===== config.mk =====
export PLATFORM = sky130hd
export DESIGN_NAME = secuenciador_mem_flat
export DESIGN_NICKNAME = d
export VERILOG_FILES = /design/src/rtl/secuenciador_mem_if.sv /design/src/rtl/secuenciador_mem.sv /design/src/flat_wrapper.sv
export SDC_FILE = /design/constraint.sdc
export NUM_CORES = 1
export LEC_CHECK = 0
export ABC_AREA = 1
export CORE_AREA = 5 5 130 132
export DETAILED_ROUTE_END_ITERATION = 8
export DIE_AREA = 0 0 135 137
export GPL_TIMING_DRIVEN = 0
export PLACE_DENSITY_LB_ADDON = 0.2
export SETUP_SLACK_MARGIN = 0.15
export SLEW_MARGIN = 30
export SYNTH_ARGS = -nofsm -noshare
export SYNTH_HDL_FRONTEND = slang
export SYNTH_SLANG_ARGS = --single-unit

===== constraint.sdc =====
create_clock -name clk -period 1.65 [get_ports clk]
set_input_delay 0.33 -clock clk [delete_from_list [all_inputs] [get_ports clk]]
set_output_delay 0.33 -clock clk [all_outputs]
set_load 0.05 [all_outputs]

===== src/rtl/secuenciador_mem_if.sv =====
// Bundle between the vector memory-stage sequencer and its surroundings: control-unit
// instruction fields, the gathered load vector and the single-port data memory request channel.
interface secuenciador_mem_if #(
    parameter int VLEN   = 4,
    parameter int DATA_W = 16,
    parameter int ADDR_W = 8
);
    logic                     start;
    logic                     mem_wr;
    logic                     sel_mem;
    logic                     sum_mem;
    logic [ADDR_W-1:0]        base_addr;
    logic [ADDR_W-1:0]        stride;
    logic [VLEN*DATA_W-1:0]   wdata_vec;
    logic [VLEN*DATA_W-1:0]   rdata_vec;
    logic                     stall;
    logic                     done;
    logic                     mem_req;
    logic                     mem_we;
    logic [ADDR_W-1:0]        mem_addr;
    logic [DATA_W-1:0]        mem_wdata;
    logic                     mem_gnt;
    logic [DATA_W-1:0]        mem_rdata;

    // The sequencer side.
    modport master (
        input  start, mem_wr, sel_mem, sum_mem, base_addr, stride, wdata_vec,
        input  mem_gnt, mem_rdata,
        output rdata_vec, stall, done, mem_req, mem_we, mem_addr, mem_wdata
    );

    // Pipeline and memory side.
    modport slave (
        output start, mem_wr, sel_mem, sum_mem, base_addr, stride, wdata_vec,
        output mem_gnt, mem_rdata,
        input  rdata_vec, stall, done, mem_req, mem_we, mem_addr, mem_wdata
    );
endinterface


===== src/rtl/secuenciador_mem.sv =====
// Vector memory-stage sequencer: issues one element access per granted request on a
// single-port memory, stalls the pipeline meanwhile and gathers load data into rdata_vec.
module secuenciador_mem #(
    parameter int VLEN   = 4,
    parameter int DATA_W = 16,
    parameter int ADDR_W = 8
) (
    input  logic                 clk,
    input  logic                 rst_n,
    secuenciador_mem_if.master   bus
);
    localparam int IDX_W = (VLEN > 1) ? $clog2(VLEN) : 1;

    typedef enum logic [1:0] {S_IDLE, S_ACCESS, S_DRAIN, S_DONE} state_t;

    state_t                  r_state;
    logic                    r_we;
    logic [ADDR_W-1:0]       r_addr;
    logic [ADDR_W-1:0]       r_step;
    logic [IDX_W-1:0]        r_idx;
    logic [VLEN*DATA_W-1:0]  r_wdata;
    logic                    r_rd_pend;
    logic [IDX_W-1:0]        r_rd_idx;

    logic                    w_gnt_acc;
    logic                    w_last;
    logic [DATA_W-1:0]       w_wdata_elem [VLEN];

    assign w_gnt_acc = (r_state == S_ACCESS) && bus.mem_gnt;
    assign w_last    = (r_idx == IDX_W'(VLEN - 1));

    always_ff @(posedge clk or negedge rst_n) begin
        if (!rst_n) begin
            r_state   <= S_IDLE;
            r_we      <= 1'b0;
            r_addr    <= '0;
            r_step    <= '0;
            r_idx     <= '0;
            r_wdata   <= '0;
            r_rd_pend <= 1'b0;
            r_rd_idx  <= '0;
        end else begin
            // Remember which element a granted read belongs to; data arrives next cycle.
            r_rd_pend <= w_gnt_acc && !r_we;
            r_rd_idx  <= r_idx;
            case (r_state)
                S_IDLE: begin
                    if (bus.start) begin
                        r_we    <= bus.mem_wr;
                        r_wdata <= bus.wdata_vec;
                        r_step  <= bus.sum_mem ? bus.stride : ADDR_W'(1);
                        r_addr  <= bus.base_addr;
                        r_idx   <= '0;
                        r_state <= (bus.sel_mem || bus.sum_mem) ? S_ACCESS : S_DONE;
                    end
                end
                S_ACCESS: begin
                    if (bus.mem_gnt) begin
                        r_addr <= r_addr + r_step;
                        r_idx  <= w_last ? '0 : r_idx + IDX_W'(1);
                        if (w_last) begin
                            r_state <= r_we ? S_DONE : S_DRAIN;
                        end
                    end
                end
                S_DRAIN: r_state <= S_DONE;
                default: r_state <= S_IDLE;
            endcase
        end
    end

    // Each gathered element lives in its own register so untouched lanes keep old data.
    generate
        for (genvar gi = 0; gi < VLEN; gi++) begin : g_lane
            logic [DATA_W-1:0] r_elem;

            always_ff @(posedge clk or negedge rst_n) begin
                if (!rst_n) begin
                    r_elem <= '0;
                end else if (r_rd_pend && (r_rd_idx == IDX_W'(gi))) begin
                    r_elem <= bus.mem_rdata;
                end
            end

            assign bus.rdata_vec[gi*DATA_W +: DATA_W] = r_elem;
            assign w_wdata_elem[gi] = r_wdata[gi*DATA_W +: DATA_W];
        end
    endgenerate

    assign bus.stall     = (r_state != S_IDLE);
    assign bus.done      = (r_state == S_DONE);
    assign bus.mem_req   = (r_state == S_ACCESS);
    assign bus.mem_we    = (r_state == S_ACCESS) && r_we;
    assign bus.mem_addr  = r_addr;
    assign bus.mem_wdata = w_wdata_elem[r_idx];
endmodule


===== src/flat_wrapper.sv =====
// flat-port wrapper written by rule: the top's interface ports become plain ports
module secuenciador_mem_flat 
#(
    parameter int VLEN   = 4,
    parameter int DATA_W = 16,
    parameter int ADDR_W = 8
)
  (clk, rst_n, bus_start, bus_mem_wr, bus_sel_mem, bus_sum_mem, bus_base_addr, bus_stride, bus_wdata_vec, bus_mem_gnt, bus_mem_rdata, bus_rdata_vec, bus_stall, bus_done, bus_mem_req, bus_mem_we, bus_mem_addr, bus_mem_wdata);
  secuenciador_mem_if #(.VLEN(VLEN), .DATA_W(DATA_W), .ADDR_W(ADDR_W)) bus_i ();
  input  logic clk;
  input  logic rst_n;
  input wire logic [$bits(bus_i.start)-1:0] bus_start;
  input wire logic [$bits(bus_i.mem_wr)-1:0] bus_mem_wr;
  input wire logic [$bits(bus_i.sel_mem)-1:0] bus_sel_mem;
  input wire logic [$bits(bus_i.sum_mem)-1:0] bus_sum_mem;
  input wire logic [$bits(bus_i.base_addr)-1:0] bus_base_addr;
  input wire logic [$bits(bus_i.stride)-1:0] bus_stride;
  input wire logic [$bits(bus_i.wdata_vec)-1:0] bus_wdata_vec;
  input wire logic [$bits(bus_i.mem_gnt)-1:0] bus_mem_gnt;
  input wire logic [$bits(bus_i.mem_rdata)-1:0] bus_mem_rdata;
  output wire logic [$bits(bus_i.rdata_vec)-1:0] bus_rdata_vec;
  output wire logic [$bits(bus_i.stall)-1:0] bus_stall;
  output wire logic [$bits(bus_i.done)-1:0] bus_done;
  output wire logic [$bits(bus_i.mem_req)-1:0] bus_mem_req;
  output wire logic [$bits(bus_i.mem_we)-1:0] bus_mem_we;
  output wire logic [$bits(bus_i.mem_addr)-1:0] bus_mem_addr;
  output wire logic [$bits(bus_i.mem_wdata)-1:0] bus_mem_wdata;
  assign bus_i.start = bus_start;
  assign bus_i.mem_wr = bus_mem_wr;
  assign bus_i.sel_mem = bus_sel_mem;
  assign bus_i.sum_mem = bus_sum_mem;
  assign bus_i.base_addr = bus_base_addr;
  assign bus_i.stride = bus_stride;
  assign bus_i.wdata_vec = bus_wdata_vec;
  assign bus_i.mem_gnt = bus_mem_gnt;
  assign bus_i.mem_rdata = bus_mem_rdata;
  assign bus_rdata_vec = bus_i.rdata_vec;
  assign bus_stall = bus_i.stall;
  assign bus_done = bus_i.done;
  assign bus_mem_req = bus_i.mem_req;
  assign bus_mem_we = bus_i.mem_we;
  assign bus_mem_addr = bus_i.mem_addr;
  assign bus_mem_wdata = bus_i.mem_wdata;
  secuenciador_mem #(.VLEN(VLEN), .DATA_W(DATA_W), .ADDR_W(ADDR_W)) u_core (.clk(clk), .rst_n(rst_n), .bus(bus_i));
endmodule

* After elaboration in Yosys (flattened, before gate mapping) *
Index checks and enable logic that the tools add are counted.

cells by class
  add/subtract/negate cells = 2
  $lt $le $gt $ge = 1
  eq/ne operators = 10
  multiplexer cells = 17
  bitwise gates (word level) = 1
  reduce and logical (&&, ||, !) cells = 16

operator list
  cell                 count
  $bmux 16 s2          1
  $mux 16              2
  $mux 8               3
  $pmux 8 s2           1
  $mux 2               7
  $eq 2x2->1 const B   5
  $add 8x8->8          1
  $logic_and 1x1->1    7
  $pmux 2 s3           1
  $reduce_and 3->1     2
  $eq 2x1->1 const B   2
  $logic_not 2->1      2
  $ne 2x2->1 const B   2
  $pmux 2 s2           1
  $reduce_bool 2->1    2
  $ge 3x3->1 const B   1
  $not 2->3            1
  $add 2x1->2 const B  1
  $ne 2x1->1 const B   1
  $reduce_and 2->1     1
  $logic_not 1->1      1
  $logic_or 1x1->1     1
  $mux 1               1

word-level totals
  bits in registers = 152
  input bits = 103
  output and inout port bits = 92
  word-level logic and storage cells = 59

* Longest topological paths before layout *
  word-level depth = 4
  depth in mapped cells = 12
  gate-level depth less buffers = 12

* Worst setup path before layout *
Ideal clock, no wire load.

  path kind = flip-flop to output port
  from = register u_core.r_idx[0]
  to = output port bus_mem_wdata[10]
  arrival time = 1.672 ns
  required time = 1.320 ns
  setup slack = -0.352 ns
  cell stages (with the launch flop) = 5
  buffers on the path = 1
  cells stage by stage = dfrtp_1 -> inv_1 -> buf_1 -> nor2_1 -> o22ai_1

on the way
  word-level cells in the longest chain between the ends = 4

ends and longest elaborated chain
  item                                        line                    RTL
  start, declared                             secuenciador_mem.sv:20  logic [IDX_W-1:0] r_idx;
  start signal, assigned                      secuenciador_mem.sv:60  r_idx <= w_last ? '0 : r_idx + IDX_W'(1);
  $not 2->3 (implied by the code)             secuenciador_mem.sv:95  assign bus.mem_wdata = w_wdata_elem[r_idx];
  $bmux 16 s2                                 secuenciador_mem.sv:95
  $mux 16 (implied by the code) (2 in a row)  secuenciador_mem.sv:95
  end, declared                               flat_wrapper.sv:27      output wire logic [$bits(bus_i.mem_wdata)-1:0] bus_mem_wdata;

Every way passes these cells. The select of a mux whose other input is x is not followed.

* Worst setup path after layout *
  from = register u_core.r_idx[0]
  to = output port bus_mem_wdata[8]

Same word-level chain as after synthesis.

==> results.txt <==
status = finished, violations left
failing checks = negative setup slack
ys async rst share = 100%
Clock Tree Buf Depth = 2
largest net degree at the start of global routing = 88
Die H = 137 um
syn nets = 889
CTS root buf = clkbuf_16
Die Wd = 135 um
Worst R2R Path Depth = 11
Fin Hold WS = 0.310 ns
setup violators final = 66
most frequent cell after synthesis = nand2_1
Routed WL = 22100 um
CTS buffer count = 17
cells taking the most area after synthesis = dfrtp_1, nand2_1, o21ai_0
dominant cell type by area after synthesis = dfrtp_1
area of the die = 18500 um^2
PortBufs = 193
crit path from = u_core.r_idx[0]
Nets = 1142
leakage = 5.16 nW
worst-path fanout max = 10
Synth top cells by count = nand2_1, dfrtp_1, o21ai_0
Max-slew headroom = 61.5%
minimum clock period = 2.01 ns
Tcrit/Tclk final = 122%
Non-Filler Instances = 1255
Starting Density = 41.9%
Tot GR Track Use = 22.0%
dpl hpwl = 14200 um
crit-path leading delay family = flip-flops
Max stage delay on crit path = 0.49 ns
DR iter-0 viols = 353
# diodes = 0
Ys Warns = 0
first-pass GRT wire length = 31500 um
critical path cell sequence = clkbuf_8 > o21ai_1 > o22ai_4 > buf_6
placed cell count = 1183
Filler Cell Count = 1172
critical path class = register to output pin
cell at the slowest stage of the critical path = dfrtp_2
synthesized area = 6540 um^2
# clock sinks = 152
mean routed wirelength per cell = 17.6 um
H-tree levels = 4
GR Overflow Total = 0
Routed Antenna Nets = 0
EDFF count, synth = 0
PwrDens = 2500 nW/um^2
Skew-Pair Late Insertion Delay = 0.43 ns
Worst Tran Pin Value = 0.577 ns
worst setup margin = -0.362 ns
crit path to = bus_mem_wdata[8]
HP Class = input port to register
Placer Congestion = 0.840
synthesis-to-finish area growth = 65.0%
Yosys cell types = 25
DRT Pass-1 Iters = 5
VDD IR-drop max = 0.00153 V
CTS tree = built
Crit path depth = 4
Total Power = 26.9 mW
capture point of the worst reg-to-reg path = u_core.r_wdata[44]
row cnt = 46
CP required = 1.32 ns
sequential area share after synthesis = 58.1%
final setup skew = 0.0125 ns
io pins = 195
Top FF cell, synth = dfrtp_1
Residual DRC = 0
Max Slew Vio Count = 0
vias in the first global route = 6115
worst flop-to-flop path startpoint = u_core.r_state[0]
CORE AREA = 15600 um^2
via count = 6230
highest clock rate = 0.497 GHz
Startpoint Class = register
clock transition at the registers of the reported paths = 0.07 ns
Mapped Cells = 773
Setup crit end kind = output pin
area share of the largest cell type after synthesis = 58.1%
# Max-Cap Violations = 0
register bit total from synthesis = 152
hold violation count in the final report = 0
hold path depth = 3
initial antenna violation count = 0
share of cells above drive strength 1 = 38.5%
Worst R2R Setup Slack = -0.09 ns
synthesized area per cell = 8.46 um^2
Buf/Inv on CP = 2
WP data arrival = 1.68 ns
RSZ-0062 raised after global routing = yes
vias per cell = 4.96
-- through the flow --
stage / util, % / instance area (um^2) / setup TNS, ns / setup WS [ns]
after floorplan: - / 6840 / -0.0427 / -0.0427
after CTS: 64.9 / 10100 / -5.36 / -0.337
after detailed placement: 58.2 / 9080 / -20.72 / -0.783
final: 69.2 / 10800 / -7.61 / -0.362
after global placement: 58.0 / 9040 / -933.68 / -6.57
after global routing: 69.2 / 10800 / -12.63 / -0.432
-- worst min path at each step --
| stage | start | endpoint | slack [ns] |
|---|---|---|---|
| CTS | bus_sum_mem | u_core.r_step[6] | 0.29 |
| global placement | u_core.r_wdata[40] | u_core.r_wdata[40] | 0.46 |
| finish | bus_sum_mem | u_core.r_step[7] | 0.31 |
| floorplan | rst_n | u_core.bus.mem_addr[0] | 0.03 |
| global route | bus_sum_mem | u_core.r_step[7] | 0.34 |
| detailed placement | rst_n | u_core.bus.mem_addr[5] | 0.32 |
-- layer usage --
layer  up-vias  GRT usage (%)  wire, um
met3        38           5.26      1430
met4         0           9.69       474
met1      3009           28.2      9030
met5         -              0         0
li1       2974              -         -
met2       209           35.8     11200
-- flip-flops by register name, summed over array words and instances, names as in the netlist, 2 cells and up --
name	count
u_core.r_rd_idx	2
u_core.r_wdata	64
u_core.r_step	8
u_core.r_idx	2
u_core.g_lane.r_elem	64
u_core.bus.mem_addr	8
u_core.r_state	2
-- placed cells by master (no fill, tap or decap), types with 24 or more instances in the layout --
| cell | instances |
|---|---|
| clkbuf_16 | 24 |
| inv_1 | 31 |
| nor2_2 | 27 |
| nand2_1 | 223 |
| o21ai_2 | 24 |
| nand2_2 | 70 |
| dfrtp_1 | 145 |
| clkdlybuf4s50_1 | 100 |
| buf_2 | 70 |
| o21ai_0 | 68 |
| buf_6 | 36 |
-- worst min-delay path: cells and delay by family --
kind | cells | cell delay (ns)
compound gates | 1 | 0.05
buf+inv | 1 | 0.21
simple gates | 1 | 0.12
-- cell families (layout without fill, tap and decap cells) --
logic type | count (synthesis) | in the layout | synth area share (%)
xor+xnor | 1 | 1 | 0.134
fa+ha+maj | 13 | 13 | 2.60
flops | 152 | 152 | 58.1
compound gates | 140 | 140 | 11.3
buf+inv | 82 | 348 | 5.16
simple gates | 385 | 385 | 22.6
-- layout make-up --
cell class	instances	area [um^2]	area share [%]
Clock inverter	13	123	1.14
Sequential cell	152	3810	35.3
Buffer	39	404	3.74
Multi-Input combinational cell	539	3350	31.1
Inverter	43	195	1.81
Tap cell	216	270	2.50
Timing Repair Buffer	234	2190	20.3
Clock buffer	19	443	4.10
-- what timing repair did --
item	in CTS	in global routing
gates cloned	1	7
endpoints found under the setup margin	177	151
hold buffers	1	0
pin swaps	16	44
resized for setup	553	304
setup buffers	20	11
hold endpoints to repair	65	0
-- where the power goes --
| group | total [mW] | leakage, nW | internal (mW) | switching [mW] |
|---|---|---|---|---|
| sequential | 6.98 | 1.81 | 5.54 | 1.44 |
| combinational | 16.2 | 3.09 | 5.95 | 10.3 |
| clock | 3.77 | 0.266 | 2.13 | 1.64 |
| total | 26.9 | 5.16 | 13.6 | 13.3 |
No activity file was read; power rests on OpenSTA's default activity.
